**src/rtl/scan_sel_gen.sv**
```systemverilog
// scan_sel_gen: sequential select generator feeding a 2-to-4 decoder.
// Steps sel through the positions enabled in mask, holding each one for
// DIV clock cycles. It runs either continuously or as one low-to-high
// sweep with a start/done handshake.
//
// Ports:
//   clk    - system clock, rising edge
//   rst    - synchronous reset, active-high
//   en     - run enable; low returns the block to idle
//   mode   - 0 = continuous scan, 1 = single sweep (sampled in idle only)
//   start  - sweep request (sampled in idle with mode=1)
//   mask   - per-position enable, bit i enables position i
//   sel    - decoder select (sel[1]=A1, sel[0]=A0)
//   valid  - sel is meaningful
//   tick   - one-cycle pulse when sel takes a new position value
//   busy   - high while a sweep is running
//   done   - one-cycle pulse when a sweep completes normally
module scan_sel_gen #(
  parameter int unsigned DIV = 4,
  parameter int unsigned CW  = 16
) (
  input  logic       clk,
  input  logic       rst,
  input  logic       en,
  input  logic       mode,
  input  logic       start,
  input  logic [3:0] mask,
  output logic [1:0] sel,
  output logic       valid,
  output logic       tick,
  output logic       busy,
  output logic       done
);

  localparam logic [1:0] ST_IDLE  = 2'd0;
  localparam logic [1:0] ST_CONT  = 2'd1;
  localparam logic [1:0] ST_SWEEP = 2'd2;

  localparam logic [CW-1:0] PRE_LAST = CW'(DIV - 1);

  logic [1:0]    state;
  logic [CW-1:0] pre;
  logic [3:0]    upper;
  logic [1:0]    first_sel;
  logic [1:0]    next_sel;
  logic          wrap;
  logic          advance;

  function automatic logic [1:0] lowest(input logic [3:0] m);
    logic [1:0] r;
    if (m[0])      r = 2'd0;
    else if (m[1]) r = 2'd1;
    else if (m[2]) r = 2'd2;
    else           r = 2'd3;
    return r;
  endfunction

  // Enabled positions strictly above the current one; empty means the
  // next step wraps back to the lowest enabled position.
  always_comb begin
    upper     = mask & (4'b1110 << sel);
    first_sel = lowest(mask);
    wrap      = (upper == '0);
    next_sel  = wrap ? first_sel : lowest(upper);
    advance   = (pre == PRE_LAST);
  end

  always_ff @(posedge clk) begin
    if (rst) begin
      state <= ST_IDLE;
      sel   <= '0;
      valid <= 1'b0;
      tick  <= 1'b0;
      busy  <= 1'b0;
      done  <= 1'b0;
      pre   <= '0;
    end else begin
      tick <= 1'b0;
      done <= 1'b0;
      case (state)
        ST_IDLE: begin
          valid <= 1'b0;
          busy  <= 1'b0;
          pre   <= '0;
          if (en && (mask != '0)) begin
            if (!mode) begin
              state <= ST_CONT;
              sel   <= first_sel;
              valid <= 1'b1;
              tick  <= 1'b1;
            end else if (start) begin
              state <= ST_SWEEP;
              sel   <= first_sel;
              valid <= 1'b1;
              busy  <= 1'b1;
              tick  <= 1'b1;
            end
          end
        end

        ST_CONT, ST_SWEEP: begin
          if (!en || (mask == '0)) begin
            state <= ST_IDLE;
            valid <= 1'b0;
            busy  <= 1'b0;
            pre   <= '0;
          end else if (advance) begin
            pre <= '0;
            // A sweep ends when there is no higher enabled position left.
            if ((state == ST_SWEEP) && wrap) begin
              state <= ST_IDLE;
              valid <= 1'b0;
              busy  <= 1'b0;
              done  <= 1'b1;
            end else begin
              sel  <= next_sel;
              tick <= 1'b1;
            end
          end else begin
            pre <= pre + 1'b1;
          end
        end

        default: begin
          state <= ST_IDLE;
          valid <= 1'b0;
          busy  <= 1'b0;
          pre   <= '0;
        end
      endcase
    end
  end

endmodule

```
**config.mk**
```make
export PLATFORM = sky130hd
export DESIGN_NAME = scan_sel_gen
export DESIGN_NICKNAME = d
export VERILOG_FILES = /design/src/rtl/scan_sel_gen.sv
export SDC_FILE = /design/constraint.sdc
export NUM_CORES = 1
export LEC_CHECK = 0
export ABC_AREA = 1
export CORE_MARGIN = 8
export CORE_UTILIZATION = 50
export DETAILED_ROUTE_END_ITERATION = 8
export PLACE_DENSITY = 0.73
export SLEW_MARGIN = 5
export SYNTH_ARGS = -nofsm -noshare
export SYNTH_HDL_FRONTEND = slang
export SYNTH_SLANG_ARGS = --single-unit
```
**constraint.sdc**
```tcl
create_clock -name clk -period 4 [get_ports clk]
set_input_delay 0.4 -clock clk [delete_from_list [all_inputs] [get_ports clk]]
set_output_delay 0.4 -clock clk [all_outputs]
set_load 0.005 [all_outputs]
```
==> impl_summary.log <==
INFO  metric run_status = finished, final reports clean
INFO  metric floorplan.die_area = 0.00443 mm2
INFO  metric timing.reg2reg.setup_slack = roughly 2.3 ns
INFO  metric synth_top_area_frac = 0.376
INFO  metric worstRegToRegCells = 10
INFO  metric unrepaired_setup_endpoints_after_global_routing = false
INFO  metric ant_nets = 0
INFO  metric setup.worst_path.class = in2reg
INFO  metric largest_delay_contributor_family_on_the_critical_path = simple AND/OR/NAND/NOR gates
INFO  metric final_setup_violation_count = 0
INFO  metric vdd.ir_drop.worst = around 0.00033 V
INFO  metric final.setup_skew = 0.00298 ns
INFO  metric drive_above_1_share = 0.0758
INFO  metric transition_time_at_the_pin_with_the_least_slew_margin = 0.416 ns
INFO  metric grt_start_max_net_pins = 13
INFO  metric path_max_fanout = 10
INFO  metric postSynthAreaPerCell = 6.59 um2
INFO  metric critical_path_buf_inv_count = 3
INFO  metric track_usage = 0.130
INFO  metric critical_path_required = ~4.2 ns
INFO  metric clock_tree_from_tritoncts = yes
INFO  metric cts.hold.buffers_added = 0
INFO  metric start_util = 0.521
INFO  metric total_nets_final = 226
INFO  metric synth.top_cells.by_area = sky130_fd_sc_hd__dfxtp_1 (38%), sky130_fd_sc_hd__nand2_1 (15%), sky130_fd_sc_hd__nor2_1 (9.1%), sky130_fd_sc_hd__inv_1 (8.2%), sky130_fd_sc_hd__nand3_1 (5.1%)
INFO  metric n_fill_cell = about 230
INFO  metric critical_path.startpoint_type = input pin
INFO  metric horizontal_die_dimension = about 67 um
INFO  metric seq_area = ~480 um2
INFO  metric mappedNetlistNets = just over 200
INFO  metric drcViolationCount = 0
INFO  metric top_level_ports = 15
INFO  metric final_core_occ = 0.602
INFO  metric min_delay_path_depth = 1
INFO  metric drt-vias-per-instance = 5.03
INFO  metric clock_path_buffers = 2
INFO  metric cp_slowest_cell = sky130_fd_sc_hd__clkdlybuf4s50_1
INFO  metric hold_path_class = reg2reg
INFO  metric cts-htree-levels = 1
INFO  metric global_placement_routability_congestion = between 0.8 and 0.9
INFO  metric post_cts_setup_buffers = 0
INFO  metric drtPass1Iterations = 5
INFO  metric area.growth.synth_to_final = 15.7%
INFO  metric core_region_area = about 0.0025 mm2
INFO  metric wl_per_cell = 11.1 um
INFO  metric hold_end = pre[0]$_SDFF_PP0_
INFO  metric cp_data_arrival_time = roughly 2.0 ns
INFO  metric cts.repair.resized = 0
INFO  metric period_share = 0.430
INFO  metric setup-tns-final = 0 ns
INFO  metric grt_antenna_before_repair = 0
INFO  metric cts.sink_count = 24
INFO  metric fp-row-count = 18
INFO  metric finalCriticalPeriod = 1.72 ns
INFO  metric vias = about 1200
INFO  metric reg2reg_to = sel[0]$_SDFFE_PP0P_
INFO  metric clock_transition_at_the_registers_of_the_reported_paths = around 0.12 ns
INFO  metric seq_area_frac_synth = 0.376
INFO  metric dominant_cell_type_by_area_after_synthesis = sky130_fd_sc_hd__dfxtp_1
INFO  metric max_cap_violations = 0
INFO  metric grt_first_pass_wirelength = 4710 um
INFO  metric die_height = approximately 67 um
INFO  metric slew_violations = 0
INFO  metric worst_skew_late_latency = 0.30 ns
INFO  metric critical-path-top-cell-by-count = sky130_fd_sc_hd__nand2_2
INFO  metric global_route_congestion_overflow_total = 0
INFO  metric worstReg2RegStart = state[1]$_SDFFE_PP0P_
INFO  metric detailed_place_hpwl = ~2200 um
INFO  metric synth_warn = 0
INFO  metric detailedRoute.firstIterationViolations = 75
INFO  metric finalHoldWorstSlack = roughly 0.46 ns
INFO  metric wirelength = 2690 um
INFO  metric buffers_added_on_ports = 14
INFO  metric number_of_global_route_vias_before_repair = approximately 1200
INFO  metric crit_chain = clkdlybuf4s50_1 -> nor2_1 -> nand2_1 -> nand2_2 -> clkinv_2 -> nand2_2 -> nor3_4 -> inv_2 -> nor3b_2
INFO  metric root_buffer = sky130_fd_sc_hd__clkbuf_4
INFO  metric power.static_leakage = around 0.63 nW
INFO  metric ys_types = 23
INFO  metric power-per-cell-area = 405 mW/mm2
INFO  metric num_antenna_cells = 0
INFO  metric setup.worst_path.end_class = flip-flop
INFO  metric final-hold-violation-count = 0
INFO  metric crit_path_start = mask[1]
INFO  metric min-delay-start = pre[0]$_SDFF_PP0_
INFO  metric mappedNetlistArea = 0.00128 mm2
INFO  metric final_common_cell = sky130_fd_sc_hd__nand2_1
INFO  metric slew_headroom = 0.722
INFO  metric multiInputGateArea = 681 um2
INFO  metric cts_made_buffers = 3
INFO  metric fmax = a little under 600 MHz
INFO  metric most-common-layout-cells = sky130_fd_sc_hd__nand2_1 (51), sky130_fd_sc_hd__nor2_1 (31), sky130_fd_sc_hd__inv_1 (28), sky130_fd_sc_hd__dfxtp_1 (24), sky130_fd_sc_hd__clkdlybuf4s50_1 (14)
INFO  metric critical_path.max_stage_delay = approximately 0.5 ns
INFO  metric post_synthesis_cells = ~190
INFO  metric postSynthRegisterBits = 24
## per-layer routing
| layer | share of wire | GRT usage | wire length, um |
|---|---|---|---|
| met3 | 0.035 | 0.0285 | 95 |
| met4 | 0.011 | 0.0640 | 29 |
| met1 | 0.42 | 0.127 | 1140 |
| met5 | 0 | 0 | 0 |
| met2 | 0.53 | 0.250 | 1420 |
## how the worst max path moves through the flow
stage | to | slack (ns) | cells after the start
floorplan | sel[0]$_SDFFE_PP0P_ | 2.52 | 9
global placement | pre[10]$_SDFF_PP0_ | 2.04 | 9
detailed placement | pre[10]$_SDFF_PP0_ | 1.97 | 9
CTS | sel[0]$_SDFFE_PP0P_ | 2.29 | 10
global route | sel[0]$_SDFFE_PP0P_ | 2.12 | 10
finish | pre[10]$_SDFF_PP0_ | 2.28 | 9
## synthesized netlist by cell type
library cell and count:
sky130_fd_sc_hd__clkinv_2 1, sky130_fd_sc_hd__nor2_2 1, sky130_fd_sc_hd__ha_1 4, sky130_fd_sc_hd__nor2_1 31
sky130_fd_sc_hd__a31oi_1 2, sky130_fd_sc_hd__a211oi_1 1, sky130_fd_sc_hd__o21ai_0 2, sky130_fd_sc_hd__inv_1 28
sky130_fd_sc_hd__nor3b_2 1, sky130_fd_sc_hd__nor3_1 5, sky130_fd_sc_hd__nor2_4 2, sky130_fd_sc_hd__nand2_1 51
sky130_fd_sc_hd__o21ai_1 5, sky130_fd_sc_hd__nand3_1 13, sky130_fd_sc_hd__dfxtp_1 24, sky130_fd_sc_hd__nor3_4 1
sky130_fd_sc_hd__a21oi_1 11, sky130_fd_sc_hd__nor3_2 1, sky130_fd_sc_hd__nand4_1 2, sky130_fd_sc_hd__or2_2 1
sky130_fd_sc_hd__inv_2 2, sky130_fd_sc_hd__xor2_1 2, sky130_fd_sc_hd__nand2_2 3
## power by group
part | total, W | internal [W] | leakage, nW | switching (W)
logic | 0.000223 | 0.0000891 | 0.423 | 0.000133
registers | 0.000276 | 0.000261 | 0.194 | 0.0000150
clock network | 0.000101 | 0.0000351 | 0.0138 | 0.0000655
total | 0.000599 | 0.000385 | 0.631 | 0.000214
## stage by stage
step | instances | setup slack (ns) | area [um2] | power (W)
final | 241 | 2.28 | 1480 | 0.000599
after global routing | 241 | 2.12 | 1480 | 0.000651
after CTS | 241 | 2.29 | 1480 | 0.000607
after detailed placement | 238 | 1.97 | 1460 | 0.000505
after global placement | 238 | 2.04 | 1460 | 0.000498
after floorplan | 194 | 2.52 | 1280 | 0.000436
## flip-flops by register name (all words and copies together) (netlist names)
signal  cells
busy        1
done        1
pre        16
sel         2
state       2
tick        1
valid       1
## cell type report
| class | count | share of cell area |
|---|---|---|
| clock buffer | 3 | 0.0152 |
| inverter | 31 | 0.0795 |
| multi-input combinational | 139 | 0.460 |
| sequential | 24 | 0.325 |
| tap | 30 | 0.0254 |
| timing repair buffer | 14 | 0.0948 |
## cell families (layout without fill, tap and decap cells)
logic type	Yosys count	in the layout	synth area share
xor gates and xnor gates	2	2	0.0137
buffers and inverters	31	48	0.0920
adders and majority gates	4	4	0.0391
and+or+nand+nor	112	112	0.393
AOI/OAI and AO/OA	21	21	0.0861
DFF	24	24	0.376
(Power assumes the default switching activity.)
